===== src/rtl/arr4x4_feeder.sv =====
// Upstream sequencer for the 4x4 systolic array: loads four weight rows, then streams
// diagonally skewed activation vectors followed by a zero drain and a done pulse.
module arr4x4_feeder #(
   parameter int unsigned DW        = 8,
   parameter int unsigned DRAIN_CYC = 8
) (
   input  logic            clk,
   input  logic            rst_n,
   input  logic            start,
   input  logic            w_valid,
   output logic            w_ready,
   input  logic [4*DW-1:0] w_row,
   input  logic            a_valid,
   output logic            a_ready,
   input  logic            a_last,
   input  logic [4*DW-1:0] a_vec,
   output logic [DW-1:0]   w1_out,
   output logic [DW-1:0]   w2_out,
   output logic [DW-1:0]   w3_out,
   output logic [DW-1:0]   w4_out,
   output logic [DW-1:0]   a1_out,
   output logic [DW-1:0]   a2_out,
   output logic [DW-1:0]   a3_out,
   output logic [DW-1:0]   a4_out,
   output logic            hold,
   output logic            busy,
   output logic            done
);

   localparam int unsigned VW = 4 * DW;
   localparam int unsigned CW = $clog2(DRAIN_CYC + 1);

   typedef enum logic [1:0] {
      IDLE   = 2'd0,
      LOAD   = 2'd1,
      STREAM = 2'd2,
      DRAIN  = 2'd3
   } state_t;

   state_t          state_q, state_d;
   logic [1:0]      row_cnt_q, row_cnt_d;
   logic [CW-1:0]   drain_cnt_q, drain_cnt_d;
   logic            hold_d;
   logic            done_d;
   logic [VW-1:0]   inj;
   logic            w_acc;
   logic            a_acc;

   // Skew delay stages for lanes 1..3
   logic [DW-1:0]        s2_q;
   logic [1:0][DW-1:0]   s3_q;
   logic [2:0][DW-1:0]   s4_q;

   assign w_acc = w_valid & w_ready;
   assign a_acc = a_valid & a_ready;

   always_ff @(posedge clk or negedge rst_n) begin
      if (!rst_n) begin
         state_q     <= IDLE;
         row_cnt_q   <= '0;
         drain_cnt_q <= '0;
      end else begin
         state_q     <= state_d;
         row_cnt_q   <= row_cnt_d;
         drain_cnt_q <= drain_cnt_d;
      end
   end

   // Next state; idle cycles in LOAD raise hold so gaps never shift the array
   always_comb begin
      state_d     = state_q;
      row_cnt_d   = row_cnt_q;
      drain_cnt_d = drain_cnt_q;
      hold_d      = hold;
      done_d      = 1'b0;
      inj         = '0;
      case (state_q)
         IDLE: begin
            if (start) begin
               state_d   = LOAD;
               row_cnt_d = '0;
            end
         end
         LOAD: begin
            hold_d = ~w_acc;
            if (w_acc) begin
               row_cnt_d = row_cnt_q + 2'd1;
               if (row_cnt_q == 2'd3) begin
                  state_d = STREAM;
               end
            end
         end
         STREAM: begin
            hold_d = 1'b1;
            if (a_acc) begin
               inj = a_vec;
               if (a_last) begin
                  state_d     = DRAIN;
                  drain_cnt_d = '0;
               end
            end
         end
         DRAIN: begin
            hold_d = 1'b1;
            if (drain_cnt_q == CW'(DRAIN_CYC - 1)) begin
               done_d      = 1'b1;
               state_d     = IDLE;
               drain_cnt_d = '0;
            end else begin
               drain_cnt_d = drain_cnt_q + CW'(1);
            end
         end
         default: state_d = IDLE;
      endcase
   end

   // Registered handshakes, status and weight lanes
   always_ff @(posedge clk or negedge rst_n) begin
      if (!rst_n) begin
         w_ready <= 1'b0;
         a_ready <= 1'b0;
         busy    <= 1'b0;
         done    <= 1'b0;
         hold    <= 1'b0;
         w1_out  <= '0;
         w2_out  <= '0;
         w3_out  <= '0;
         w4_out  <= '0;
      end else begin
         w_ready <= (state_d == LOAD);
         a_ready <= (state_d == STREAM);
         busy    <= (state_d != IDLE);
         done    <= done_d;
         hold    <= hold_d;
         if (w_acc) begin
            w1_out <= w_row[0*DW +: DW];
            w2_out <= w_row[1*DW +: DW];
            w3_out <= w_row[2*DW +: DW];
            w4_out <= w_row[3*DW +: DW];
         end
      end
   end

   // Diagonal skew: lane k sees k extra register stages
   always_ff @(posedge clk or negedge rst_n) begin
      if (!rst_n) begin
         a1_out <= '0;
         a2_out <= '0;
         a3_out <= '0;
         a4_out <= '0;
         s2_q   <= '0;
         s3_q   <= '0;
         s4_q   <= '0;
      end else begin
         a1_out  <= inj[0*DW +: DW];
         s2_q    <= inj[1*DW +: DW];
         a2_out  <= s2_q;
         s3_q[0] <= inj[2*DW +: DW];
         s3_q[1] <= s3_q[0];
         a3_out  <= s3_q[1];
         s4_q[0] <= inj[3*DW +: DW];
         s4_q[1] <= s4_q[0];
         s4_q[2] <= s4_q[1];
         a4_out  <= s4_q[2];
      end
   end

endmodule


===== config.mk =====
export PLATFORM = sky130hd
export DESIGN_NAME = arr4x4_feeder
export DESIGN_NICKNAME = d
export VERILOG_FILES = /design/src/rtl/arr4x4_feeder.sv
export SDC_FILE = /design/constraint.sdc
export NUM_CORES = 1
export LEC_CHECK = 0
export CORE_AREA = 4 4 115 117
export CTS_CLUSTER_DIAMETER = 120
export CTS_CLUSTER_SIZE = 20
export DETAILED_ROUTE_END_ITERATION = 8
export DIE_AREA = 0 0 119 121
export PLACE_DENSITY = 0.68
export SYNTH_ARGS = -nofsm -noshare
export SYNTH_HDL_FRONTEND = slang
export SYNTH_SLANG_ARGS = --single-unit

===== constraint.sdc =====
create_clock -name clk -period 1.7 [get_ports clk]
set_input_delay 0.17 -clock clk [delete_from_list [all_inputs] [get_ports clk]]
set_output_delay 0.17 -clock clk [all_outputs]
set_load 0.01 [all_outputs]

# Yosys cells after proc, flatten, opt, wreduce, memory -nomap -nowiden
# Index checks and enable logic that the tools add are counted.
[word_totals] reg_bits=125 input_bits=70 out_inout_bits=69 wordCells=65
[classes] addsub=2 eq_ne=11 muxes=19 n_bitwise=3 n_reduce_logical=8
[ops] operator="2-to-1 mux 32 bit" n=2
[ops] operator="2-to-1 mux 2 bit" n=8
[ops] operator="2-to-1 mux 4 bit" n=3
[ops] operator="equality test 2 bit (second input constant)" n=4
[ops] operator="inequality test 2 bit (second input constant)" n=4
[ops] operator="one-hot mux 2 bit (4 select lines)" n=1
[ops] operator="one-hot mux 4 bit (2 select lines)" n=1
[ops] operator="nonzero test 2 bit" n=4
[ops] operator="AND reduction 3 bit" n=2
[ops] operator="adder 4 x 1 -> 4 bit (second input constant)" n=1
[ops] operator="equality test 2 x 1 -> 1 bit (second input constant)" n=2
[ops] operator="equality test 4 x 3 -> 1 bit (second input constant)" n=1
[ops] operator="one-hot mux 2 bit (2 select lines)" n=1
[ops] operator="adder 2 x 1 -> 2 bit (second input constant)" n=1
[ops] operator="bitwise AND 1 bit" n=2
[ops] operator="zero test 2 bit" n=1
[ops] operator="2-to-1 mux 1 bit" n=2
[ops] operator="one-hot mux 1 bit (2 select lines)" n=1
[ops] operator="OR reduction 2 bit" n=1
[ops] operator="NOT 1 bit" n=1

# Logic depth before layout (Yosys ltp)
[depth] ltp_word=5 depth_mapped=4 depth_no_buf=4

# Worst setup path after synthesis
# Ideal clock, no wire load.
[synth_path] kind="reg-to-reg" from="reg w_ready" to="reg w1_out[7]" setup_ps=125 arrival_ps=1171 required_time_ps=1575 path_slack_ps=404 path_stages_with_launch=4 n_path_buf=1 period_less_slack_ps=1296 cell_sequence="dfrtp_1 -> nand2_1 -> buf_2 -> mux2_2"
[synth_between] elab_chain_len=1
[synth_rtl] item="start, declared" line_no="11" text="output logic w_ready,"
[synth_rtl] item="start signal, assigned" line_no="130" text="w_ready <= (state_d == LOAD);"
[synth_rtl] item="bitwise AND 1 bit" line_no="54" text="assign w_acc = w_valid & w_ready;"
[synth_rtl] item="end signal, assigned" line_no="136" text="w1_out <= w_row[0*DW +: DW];"
[synth_rtl] item="end, declared" line_no="17" text="output logic [DW-1:0] w1_out,"
# No other way between the ends.
# A chain may end at the register's enable or synchronous reset.

# Worst setup path in the final report
[layout_path] from="reg w_ready" to="out w_ready"
# No word-level cell between the ends.

==> impl_metrics.ini <==
[status]
status = completed

[clocking]
cts.sinks = 125
ctsLongestPathBuffers = 2
cts_tree = done
hold_buffers = 1
insertion_delay_ns = 0.40
cts_max_level = 4
post_cts_resized = 0
postCtsSetupBuffers = 0
clockRootBuffer = clkbuf_16
cts.reportedPaths.clkPinSlew_ns = 0.05
cts_made_buffers = 17

[worst_hold_path]
hold_path_class = in2async

[critical_path]
cp_top_family = buffers and inverters
startpoint_type = flip-flop
critical_path_cell_count = 1
critPathRequiredTime_ns = 1.53
path_cells = clkdlybuf4s50_1
timing_worst_setup_path_type = reg2out
crit_path_end_kind = output pin
worstPathMaxFanout = 4
crit_slowest_cell = clkdlybuf4s50_1
cp.arrival_ns = 1.34
cpPeakStageDelay_ns = 0.55
ff2ff_path_depth = 4
worst-path-buf-inv = 1

[drt]
antenna_left = 0
first_pass_iters = 4
wirelength_um = 8130
drc = 0
vias_per_cell = 4.18
wl_per_cell_um = 14.1
num_vias = 2401
drt_iter0_markers = 118

[synthesis]
syn_inst = 236
synth_largest_area_cell = dfrtp_1
synth_area_um2 = 4050
syn-num-nets = 308
synth_seq_cells = 125
synth-edff-count = 0
synth_common_cells = dfrtp_1, and2_1, mux2_2
async_flop_share_pct = 100
ys.flop_type = dfrtp_1
ys_top_cells_by_area = dfrtp_1, mux2_2, and2_1
synth.most_common_cell = dfrtp_1
synth_top_area_share_pct = 77.3
ys_warn_count = 0
synth_seq_area_share_pct = 77.3
syn_avg_cell_area_um2 = 17.2
synth_cell_types = 32

[placed_design]
dp_hpwl_um = 5990
placedCellCount = 545
place.port_buffers = 138
placed_area_um2 = 5690
routabilityCongestion = 0.735
pre_cts_slack_ns = 0.158

[die]
initial_core_util_pct = 32.7
dieHeight_um = 121
die_x_um = 119
core_area_um2 = 12400
dieArea_um2 = 14400
ioPinCount = 139
rows = 41

[run]
cap_violations = 0

[sta]
slew_viol_final = 0
fin_ws_ns = 0.188
finalClockSkew_ns = 0.00955
fmax_mhz = 661
period_minus_slack_ns = 1.51
hold_viol = 0
tns_ns = 0
rsz0062_at_grt = no
worstMarginPinSlew_ns = 0.480
whs_ns = 0.266
slew_headroom_pct = 67.7
setup_viol = 0
fin_crit_sh_pct = 89.0

[final_layout]
final_layout_size_suffix_gt1_share_pct = 18.1
instances_no_fill = 575
antenna_cells = 0
fin_nets = 465
num-fill-cells = 1068
finalInstanceArea_um2 = 6250
post-route-util_pct = 50.5
areaGrowthSynthToFinish_pct = 54.4

[grt]
grt_max_degree = 48
antenna_found_initial = 0
track_usage_pct = 12.4
grt_first_pass_wirelength_um = 13500
grt_pass1_vias = 2770
grt_overflow = 0

[power_and_ir_drop]
ir_drop_uv = 796
powerDensity_nw_per_um2 = 1530
total_power_mw = 9.58
leakagePower_nw = 2.87
[sequential cells by signal, indices dropped and copies added (netlist names), 2 cells and up]
register	cells
w2_out	8
s2_q	8
row_cnt_q	2
w1_out	8
s4_q	24
w3_out	8
a3_out	8
state_q	2
s3_q	16
a2_out	8
a1_out	8
a4_out	8
drain_cnt_q	4
w4_out	8
[cells by family after synthesis]
family,after synthesis,share of synthesized area [%]
AO/OA/AOI/OAI,16,3.62
XOR/XNOR,1,0.216
adder cells (fa/ha/maj),2,0.618
buffers and inverters,9,1.24
flip-flops,125,77.3
multiplexers,33,9.18
AND/OR/NAND/NOR,50,7.85
[final cells by class]
type / count / area, µm² / share of cell area (%)
multi-input combinational: 102 / 870 / 13.9
clock inverter: 7 / 65.1 / 1.04
tap: 172 / 215 / 3.44
clock buffer: 22 / 484 / 7.75
timing repair buffer: 147 / 1490 / 23.8
sequential: 125 / 3130 / 50.1
[per-layer routing]
metal	routed length, µm	global-route usage, %	vias up	share of wire [%]
met2	4590	21.5	74	56
met3	363	4.76	11	4.5
met4	169	6.59	0	2.1
met1	3000	12.9	1210	37
li1	-	-	1106	-
met5	0	0	-	0
[cells in the final DEF, fill, tap and decap left out, types with 2 or more instances in the layout]
master           Yosys  final
nand2_1              2      2
clkbuf_8             0      4
nor2b_1              2      2
a22o_1               5      5
dfrtp_1            125    125
clkinvlp_4           0      2
mux2_2              33     33
clkinv_2             0      4
clkbuf_16            0     17
nor2_1               2      2
and3_1               2      2
clkdlybuf4s50_1      0    137
o21bai_1             2      2
ha_1                 2      2
a211o_1              2      2
buf_12               0      3
and2_1              33     33
buf_4                1      6
[worst paths after layout]
check / end / start / slack (ns)
setup / recovery: w_ready / w_ready / 0.19
hold / removal: a3_out[5] / rst_n / 0.27
setup reg to reg: drain_cnt_q[3] / drain_cnt_q[0] / 0.29
hold reg to reg: a3_out[0] / s3_q[8] / 0.34
max in group asynchronous: w4_out[7] / rst_n / 0.81
min in group clk: s3_q[6] / a_vec[22] / 0.32
[report_power, final]
part	leakage, nW	total (mW)	internal, mW	switching (mW)
registers	1.65	3.88	3.53	0.343
logic	0.949	2.44	1.52	0.914
clock network	0.270	3.27	2.12	1.14
total	2.87	9.58	7.18	2.40
Power figures use the tool's default switching activity.
